===== config.mk =====
export PLATFORM = sky130hd
export DESIGN_NAME = load_unit
export DESIGN_NICKNAME = d
export VERILOG_FILES = /design/src/rtl/load_unit_pkg.sv /design/src/rtl/load_data_extract.sv /design/src/rtl/load_unit.sv
export SDC_FILE = /design/constraint.sdc
export NUM_CORES = 1
export LEC_CHECK = 0
export ABC_CLOCK_PERIOD_IN_PS = 4980
export CAP_MARGIN = 0
export CORE_UTILIZATION = 38
export DETAILED_ROUTE_END_ITERATION = 8
export GPL_ROUTABILITY_DRIVEN = 0
export PLACE_DENSITY = 0.79
export SLEW_MARGIN = 5
export SYNTH_ARGS = -nofsm -noshare
export SYNTH_HDL_FRONTEND = slang
export SYNTH_SLANG_ARGS = --single-unit

===== constraint.sdc =====
create_clock -name clk -period 4.98 [get_ports clk]
set_input_delay 0.996 -clock clk [delete_from_list [all_inputs] [get_ports clk]]
set_output_delay 0.996 -clock clk [all_outputs]
set_load 0.03 [all_outputs]

===== src/rtl/load_unit_pkg.sv =====
// load_unit_pkg
//   Shared constants for the load path: datapath width, the load opcode,
//   the funct3 width/sign encodings and the 2-bit FSM state encoding.
package load_unit_pkg;

    localparam int XLEN_DEF = 32;

    localparam logic [6:0] OPC_LOAD = 7'b0000011;

    localparam logic [2:0] FNC_LB  = 3'b000;
    localparam logic [2:0] FNC_LH  = 3'b001;
    localparam logic [2:0] FNC_LW  = 3'b010;
    localparam logic [2:0] FNC_LBU = 3'b100;
    localparam logic [2:0] FNC_LHU = 3'b101;

    localparam int STATE_W = 2;

    typedef enum logic [STATE_W-1:0] {
        ST_IDLE = 2'd0,
        ST_WAIT = 2'd1,
        ST_RESP = 2'd2
    } lu_state_t;

endpackage


===== src/rtl/load_data_extract.sv =====
// load_data_extract
//   Combinational lane select for loads: picks the addressed byte/halfword
//   out of a memory word and sign- or zero-extends it. Also flags accesses
//   that are misaligned for their width or use an unknown funct3.
// Ports:
//   i_funct3  load width/sign
//   i_sft     byte offset within the word (addr[1:0])
//   i_word    word read from memory
//   o_result  extended load value
//   o_err     misaligned access or illegal funct3
module load_data_extract
    import load_unit_pkg::*;
#(
    parameter int XLEN = XLEN_DEF
) (
    input  logic [2:0]      i_funct3,
    input  logic [1:0]      i_sft,
    input  logic [XLEN-1:0] i_word,
    output logic [XLEN-1:0] o_result,
    output logic            o_err
);

    logic [XLEN-1:0] w_shifted;
    logic [7:0]      w_byte;
    logic [15:0]     w_half;

    // Shift the addressed lane down to bit 0; halfword at sft==3 would
    // straddle the word and is rejected below, so its data is don't-care.
    assign w_shifted = i_word >> {i_sft, 3'b000};
    assign w_byte    = w_shifted[7:0];
    assign w_half    = w_shifted[15:0];

    always_comb begin
        o_result = '0;
        o_err    = 1'b0;
        case (i_funct3)
            FNC_LB:  o_result = {{(XLEN-8){w_byte[7]}}, w_byte};
            FNC_LBU: o_result = {{(XLEN-8){1'b0}}, w_byte};
            FNC_LH: begin
                o_result = {{(XLEN-16){w_half[15]}}, w_half};
                o_err    = (i_sft == 2'd3);
            end
            FNC_LHU: begin
                o_result = {{(XLEN-16){1'b0}}, w_half};
                o_err    = (i_sft == 2'd3);
            end
            FNC_LW: begin
                o_result = i_word;
                o_err    = (i_sft != 2'd0);
            end
            default: o_err = 1'b1;
        endcase
    end

endmodule


===== src/rtl/load_unit.sv =====
// load_unit
//   Single-outstanding load engine between the EX/MEM register and the data
//   memory read port. Issues a word-aligned read, waits RD_LATENCY edges,
//   extracts/extends the addressed lane and returns a one-cycle response.
// Ports:
//   clk, rst_n            clock, asynchronous active-low reset
//   flush                 kill any in-flight load (no response)
//   req_valid/req_ready   request handshake (ready only when idle)
//   opcode, funct3, addr  load request fields
//   mem_re, mem_addr      read strobe / word-aligned address to memory
//   mem_rdata             read data from memory
//   resp_valid            one-cycle result strobe
//   resp_data, resp_err   result and error flag, held until next response
module load_unit
    import load_unit_pkg::*;
#(
    parameter int XLEN       = XLEN_DEF,
    parameter int RD_LATENCY = 1
) (
    input  logic            clk,
    input  logic            rst_n,
    input  logic            flush,
    input  logic            req_valid,
    output logic            req_ready,
    input  logic [6:0]      opcode,
    input  logic [2:0]      funct3,
    input  logic [XLEN-1:0] addr,
    output logic            mem_re,
    output logic [XLEN-1:0] mem_addr,
    input  logic [XLEN-1:0] mem_rdata,
    output logic            resp_valid,
    output logic [XLEN-1:0] resp_data,
    output logic            resp_err
);

    localparam logic [2:0] LAT = 3'(RD_LATENCY);

    lu_state_t       r_state;
    logic [2:0]      r_cnt;
    logic [2:0]      r_funct3;
    logic [1:0]      r_sft;
    logic            r_resp_valid;
    logic [XLEN-1:0] r_resp_data;
    logic            r_resp_err;

    logic            w_idle;
    logic            w_accept;
    logic [2:0]      w_ex_f3;
    logic [1:0]      w_ex_sft;
    logic [XLEN-1:0] w_ex_result;
    logic            w_ex_err;

    assign w_idle    = (r_state == ST_IDLE);
    // rst_n gates ready so nothing looks acceptable while held in reset.
    assign req_ready = rst_n & w_idle & ~flush;
    assign w_accept  = req_valid & req_ready & (opcode == OPC_LOAD);

    // One extractor serves both uses: in IDLE it legality-checks the live
    // request, in WAIT it formats the returning word with the captured fields.
    assign w_ex_f3  = w_idle ? funct3     : r_funct3;
    assign w_ex_sft = w_idle ? addr[1:0]  : r_sft;

    load_data_extract #(.XLEN(XLEN)) u_extract (
        .i_funct3 (w_ex_f3),
        .i_sft    (w_ex_sft),
        .i_word   (mem_rdata),
        .o_result (w_ex_result),
        .o_err    (w_ex_err)
    );

    assign mem_re     = w_accept & ~w_ex_err;
    assign mem_addr   = {addr[XLEN-1:2], 2'b00};
    assign resp_valid = r_resp_valid;
    assign resp_data  = r_resp_data;
    assign resp_err   = r_resp_err;

    always_ff @(posedge clk or negedge rst_n) begin
        if (!rst_n) begin
            r_state      <= ST_IDLE;
            r_cnt        <= '0;
            r_funct3     <= '0;
            r_sft        <= '0;
            r_resp_valid <= 1'b0;
            r_resp_data  <= '0;
            r_resp_err   <= 1'b0;
        end else begin
            case (r_state)
                ST_IDLE: begin
                    r_resp_valid <= 1'b0;
                    if (w_accept) begin
                        r_funct3 <= funct3;
                        r_sft    <= addr[1:0];
                        if (w_ex_err) begin
                            // Illegal access never touches memory.
                            r_state      <= ST_RESP;
                            r_resp_valid <= 1'b1;
                            r_resp_err   <= 1'b1;
                            r_resp_data  <= '0;
                        end else begin
                            r_state <= ST_WAIT;
                            r_cnt   <= LAT;
                        end
                    end
                end
                ST_WAIT: begin
                    if (flush) begin
                        r_state <= ST_IDLE;
                        r_cnt   <= '0;
                    end else if (r_cnt == 3'd1) begin
                        r_resp_data  <= w_ex_result;
                        r_resp_err   <= 1'b0;
                        r_resp_valid <= 1'b1;
                        r_state      <= ST_RESP;
                        r_cnt        <= '0;
                    end else begin
                        r_cnt <= r_cnt - 3'd1;
                    end
                end
                ST_RESP: begin
                    r_resp_valid <= 1'b0;
                    r_state      <= ST_IDLE;
                end
                default: begin
                    r_resp_valid <= 1'b0;
                    r_state      <= ST_IDLE;
                end
            endcase
        end
    end

endmodule


==> results of run 1 <==
cell usage after synthesis, types with 6 or more instances:
library cell / instances
nor2_1: 11
buf_4: 35
o221ai_1: 7
buf_6: 7
inv_1: 6
a22oi_1: 29
nand2_1: 17
dfrtp_1: 44
a211oi_1: 7
mux2_2: 11
nand3_1: 22
a311oi_1: 6
mux2i_1: 9
path summary, 6_finish.rpt:
check	from	to	slack, ns	cells after the start
setup / recovery	addr[0]	mem_re	0.75	6
hold / removal	resp_err	resp_err	0.50	1
setup reg to reg	r_state[1]	resp_data[0]	2.29	6
hold reg to reg	resp_err	resp_err	0.50	1
max in group asynchronous	rst_n	resp_data[31]	3.81	2
min in group asynchronous	rst_n	r_cnt[0]	0.78	2
metrics by stage:
stage	instance area, um^2	setup slack (ns)	hold slack, ns	power (mW)
after floorplan	2970	1.58	0.479	0.516
after global placement	3580	0.823	0.484	0.550
after detailed placement	3580	0.783	0.484	0.555
after CTS	3660	0.770	0.515	0.768
after global routing	3660	0.693	0.547	0.794
final	3660	0.754	0.502	0.762
registers in the layout, indices dropped and copies added (netlist names):
register / count
resp_data: 32
r_cnt: 3
r_funct3: 3
r_sft: 2
r_state: 2
resp_err: 1
resp_valid: 1
routing by layer:
layer	track usage [%]	vias up	routed length (um)
met5	0	-	0
met3	3.03	30	464
met1	26.4	1216	3550
met2	32.6	127	3830
met4	9.27	0	231
li1	-	1182	-
report_power, final:
part           internal, mW  switching, mW
Clock                0.0950          0.118
Sequential            0.369        0.00995
Combinational        0.0844         0.0857
area by class of cell:
type / instances / area (um^2) / area share, %
well taps: 99 / 124 / 3.38
flip-flops and latches: 44 / 1100 / 30.1
repair buffers: 86 / 848 / 23.2
clock buffers: 5 / 68.8 / 1.88
clock inverters: 2 / 12.5 / 0.342
multi-input cells: 199 / 1480 / 40.4
inverters: 7 / 26.3 / 0.718
worst register-to-register path, delay by kind of cell, from the launching register on:
family	cells	cell delay (ns)
AOI/OAI and AO/OA	2	0.90
buffers and inverters	1	0.35
DFF	1	0.59
and+or+nand+nor	3	0.74
cell usage in the layout, fill, tap and decap left out, types with 3 or more instances in the layout:
cell type	synthesis	final
o31ai_1	5	5
nand2_1	17	17
nand3_1	22	22
clkdlybuf4s50_1	0	82
a22oi_1	29	29
a21oi_1	3	3
nor3b_1	3	3
inv_1	6	6
buf_4	35	3
mux2_2	11	11
o21ai_0	5	5
o221ai_1	7	7
nor2_1	11	11
or2_0	4	4
mux2i_1	9	8
a211oi_1	7	7
dfrtp_1	44	44
clkbuf_8	0	5
a311oi_1	6	6
nand2b_1	3	3
kinds of logic after synthesis:
family	synth area share, %
buf+inv	13.2
fa+ha+maj	0.843
other cells	0.126
flops	37.1
simple gates	17.3
compound gates	23.7
mux	7.72
==> flow_metrics.env, run 1 <==
export IMPL_outcome="complete, no violations"
export IMPL_crit_chain="clkdlybuf4s50_1 > or4_1 > o31ai_1 > a21oi_1 > nor3_1 > clkdlybuf4s50_1"
export IMPL_viasPerCell=5.78
export IMPL_drt_pass1_iterations=5
export IMPL_synth_top_flop_cell="dfrtp_1"
export IMPL_antenna_found_initial=0
export IMPL_critPathMaxStageDelay_ns=0.70
export IMPL_async_reset_ff_share_pct=100
export IMPL_yosys_register_bits=44
export IMPL_synth_distinct_cells=62
export IMPL_core_area_um2=7410
export IMPL_critPathArrivalTime_ns=3.23
export IMPL_hold_viol=0
export IMPL_first_global_vias=2589
export IMPL_report_final_slew_viol_count=0
export IMPL_overflow=0
export IMPL_p_per_area_nw_per_um2=208
export IMPL_cts_root_buf="clkbuf_8"
export IMPL_die_w_um=90.4
export IMPL_drc_errors=0
export IMPL_max_cap_viol_count=0
export IMPL_min_period_over_period_pct=84.9
export IMPL_cts_tree="built"
export IMPL_dpl_hpwl_mm=6.08
export IMPL_cts_sinks=44
export IMPL_diodes=0
export IMPL_peakVddDrop_uv=113
export IMPL_setup_worst_path_start_class="input port"
export IMPL_fin_nets=423
export IMPL_utilization_pct=49.4
export IMPL_slew_headroom_pct=28.7
export IMPL_wl_mm=8.08
export IMPL_cts_hold_buf=0
export IMPL_crit_slowest_cell="clkdlybuf4s50_1"
export IMPL_routed_via_count=2555
export IMPL_clock_skew_ns=0.00637
export IMPL_clockBufferDepth=2
export IMPL_syn_area_um2=2970
export IMPL_worst_path_most_repeated_cell="clkdlybuf4s50_1"
export IMPL_grt_max_degree=45
export IMPL_htree_levels=2
export IMPL_synth_edf_count=0
export IMPL_leakagePower_nw=1.56
export IMPL_setup_viol=0
export IMPL_drt_initial_drc_count=223
export IMPL_crit_required_ns=3.98
export IMPL_min_path_type="reg2reg"
export IMPL_fillCellCount=660
export IMPL_placed_cells=435
export IMPL_rsz0062_at_grt="no"
export IMPL_synth_top_area_share_pct=37.1
export IMPL_yosys_warnings=0
export IMPL_num_rows=31
export IMPL_path_delay_family="buffers and inverters"
export IMPL_post_cts_buffers=0
export IMPL_criticalPathCategory="in2out"
export IMPL_cts_buffers=5
export IMPL_synth_top_area_cell="dfrtp_1"
export IMPL_syn_inst=296
export IMPL_cts_resized=0
export IMPL_cts_reportedPaths_clkPinSlew_ns=0.08
export IMPL_grt_total_usage_pct=20.1
export IMPL_wl_per_cell_um=18.3
export IMPL_clock_latency_ns=0.29
export IMPL_finalNonFillerCells=442
export IMPL_ioPinCount=146
export IMPL_grt_pass1_wl_mm=13.2
export IMPL_antenna_left=0
export IMPL_synth_area_per_cell_um2=10.0
export IMPL_syn_to_final_growth_pct=23.4
export IMPL_min_period_ns=4.23
export IMPL_fmax_ghz=0.237
export IMPL_start_util_pct=40.0
export IMPL_die_h_um=90.4
export IMPL_synth_area_leaders="dfrtp_1 (37%), buf_4 (8.9%), a22oi_1 (7.3%)"
export IMPL_die_area_um2=8160
export IMPL_fin_tns_setup_ns=0
export IMPL_crit_fanout=7
export IMPL_endpoint_kind="output port"
export IMPL_io_buffer_count=83
export IMPL_tightestPinTransition_ns=1.07
export IMPL_crit_buf_inv=2
export IMPL_drive_gt1_share_pct=12.2
export IMPL_yosysSeqAreaShare_pct=37.1
No activity file was read; power rests on OpenSTA's default activity.
==> inputs of run 2 (changes only) <==
- ABC_CLOCK_PERIOD_IN_PS: 4980 -> 4200
- clock period: 4.98 -> 4.2 ns (I/O delays scaled with it)
==> run 2 against run 1 <==
Effect of this change:
- worst setup slack got worse by 0.43 ns
- sequential cell count did not move
- global-route usage increased by 0.30 points
- register-to-register slack lost 0.81 ns
- sequential share of layout area down 0.39 points
- highest routed layer unchanged
==> flow_metrics.env, run 2 (synthesis gave the netlist of run 1 again) <==
export IMPL_start_util_pct=40.0
export IMPL_hp_start="resp_err"
export IMPL_antenna_found_initial=0
export IMPL_clockBufferDepth=2
export IMPL_stdcell_area_um2=3710
export IMPL_dr_wl_met2_mm=3.79
export IMPL_placed_cells=435
export IMPL_cts_resized=0
export IMPL_fmax_ghz=0.258
export IMPL_largest_reg_flops=32
export IMPL_overflow=0
export IMPL_leakagePower_nw=1.58
export IMPL_crit_required_ns=3.36
export IMPL_setup_viol=0
export IMPL_io_buffer_count=83
export IMPL_slew_headroom_pct=27.0
export IMPL_layout_commonest_cell="clkdlybuf4s50_1"
export IMPL_placed_cell_area_um2=3580
export IMPL_layout_common_cells="clkdlybuf4s50_1 (82), dfrtp_1 (44), a22oi_1 (29)"
export IMPL_met1_length_mm=3.48
export IMPL_fin_tns_setup_ns=0
export IMPL_routed_via_count=2521
export IMPL_drc_errors=0
export IMPL_drive_gt1_share_pct=12.2
export IMPL_viasPerCell=5.70
export IMPL_min_path_type="reg2reg"
export IMPL_die_w_um=90.4
export IMPL_critPathArrivalTime_ns=3.04
export IMPL_cts_reportedPaths_clkPinSlew_ns=0.07
export IMPL_setup_worst_path_start_class="input port"
export IMPL_endpoint_kind="output port"
export IMPL_peakVddDrop_uv=120
export IMPL_cts_tree="built"
export IMPL_grt_total_usage_pct=20.4
export IMPL_clock_latency_ns=0.30
export IMPL_dpl_hpwl_mm=6.01
export IMPL_min_period_over_period_pct=92.4
export IMPL_fin_nets=423
export IMPL_wl_met3_um=528
export IMPL_ioPinCount=146
export IMPL_p_per_area_nw_per_um2=275
export IMPL_drt_pass1_iterations=6
export IMPL_die_h_um=90.4
export IMPL_min_period_ns=3.88
export IMPL_worstRegToRegCells=6
export IMPL_cts_sinks=44
export IMPL_crit_reg2reg_launch="r_state[1]"
export IMPL_post_route_worst_setup_slack_ns=0.321
export IMPL_routed_top_layer="met4"
export IMPL_r2r_end="resp_data[0]"
export IMPL_crit_fanout=7
export IMPL_num_rows=31
export IMPL_die_area_um2=8160
export IMPL_wl_mm=8.07
export IMPL_max_cap_viol_count=0
export IMPL_first_global_vias=2531
export IMPL_grt_max_degree=45
export IMPL_rsz0062_at_grt="no"
export IMPL_cts_buffers=5
export IMPL_crit_path_end="mem_re"
export IMPL_drt_initial_drc_count=218
export IMPL_fillCellCount=678
export IMPL_diodes=0
export IMPL_criticalPathCategory="in2out"
export IMPL_post_cts_buffers=0
export IMPL_outcome="complete, no violations"
export IMPL_wl_per_cell_um=18.3
export IMPL_cts_root_buf="clkbuf_8"
export IMPL_critPathLaunch="addr[0]"
export IMPL_finalNonFillerCells=442
export IMPL_core_area_um2=7410
export IMPL_clock_skew_ns=0.00833
export IMPL_place_ws_ns=0.340
export IMPL_hold_viol=0
export IMPL_report_final_slew_viol_count=0
export IMPL_grt_pass1_wl_mm=13.3
export IMPL_cts_hold_buf=0
export IMPL_htree_levels=2
export IMPL_syn_to_final_growth_pct=25.0
export IMPL_tightestPinTransition_ns=1.10
export IMPL_r2r_slack_ns=1.48
export IMPL_antenna_left=0
-- run 2: cell types whose count changed in the layout (fill, tap and decap cells not counted), sizes merged --
cell / before / now
bufinv: 0 / 2
clkinv: 1 / 0
clkinvlp: 1 / 0
-- run 2: worst min-delay path by stage --
stage | cells after the start | endpoint
final | 1 | resp_err
after floorplan | 2 | r_funct3[1]
after detailed placement | 1 | resp_err
after global placement | 2 | resp_data[10]
after global routing | 1 | resp_err
after CTS | 1 | resp_err
-- run 2: report_power, final --
group | switching [mW] | total (mW) | internal, mW
clock | 0.136 | 0.370 | 0.234
sequential | 0.0110 | 0.448 | 0.437
combinational | 0.101 | 0.200 | 0.0997
total | 0.248 | 1.02 | 0.771
-- run 2: through the flow --
step	util (%)	hold WS, ns	total power [mW]
6_report	50.1	0.503	1.02
3_3_place_gp	48.3	0.482	0.652
3_5_place_dp	48.3	0.486	0.656
5_1_grt	50.1	0.528	1.06
2_1_floorplan	-	0.479	0.612
4_1_cts	50.1	0.504	1.03
-- run 2: final cells by class --
class	count	area [um^2]	area share (%)
flip-flops and latches	44	1100	29.7
inverters	7	26.3	0.709
repair buffers	86	848	22.9
well taps	99	124	3.34
clock buffers	5	68.8	1.86
multi-input cells	199	1480	39.9
clock inverters	2	60.1	1.62
-- run 2: routing by layer --
metal / GRT usage, % / up-vias
met2: 32.5 / 121
met1: 26.4 / 1182
met3: 4.80 / 30
met5: 0 / -
li1: - / 1188
met4: 9.14 / 0
-- run 2: worst max-delay path, cell delays in order --
cell and delay [ns]:
clkdlybuf4s50_1 0.50, or4_1 0.55, o31ai_1 0.14, a21oi_1 0.16, nor3_1 0.15, clkdlybuf4s50_1 0.70
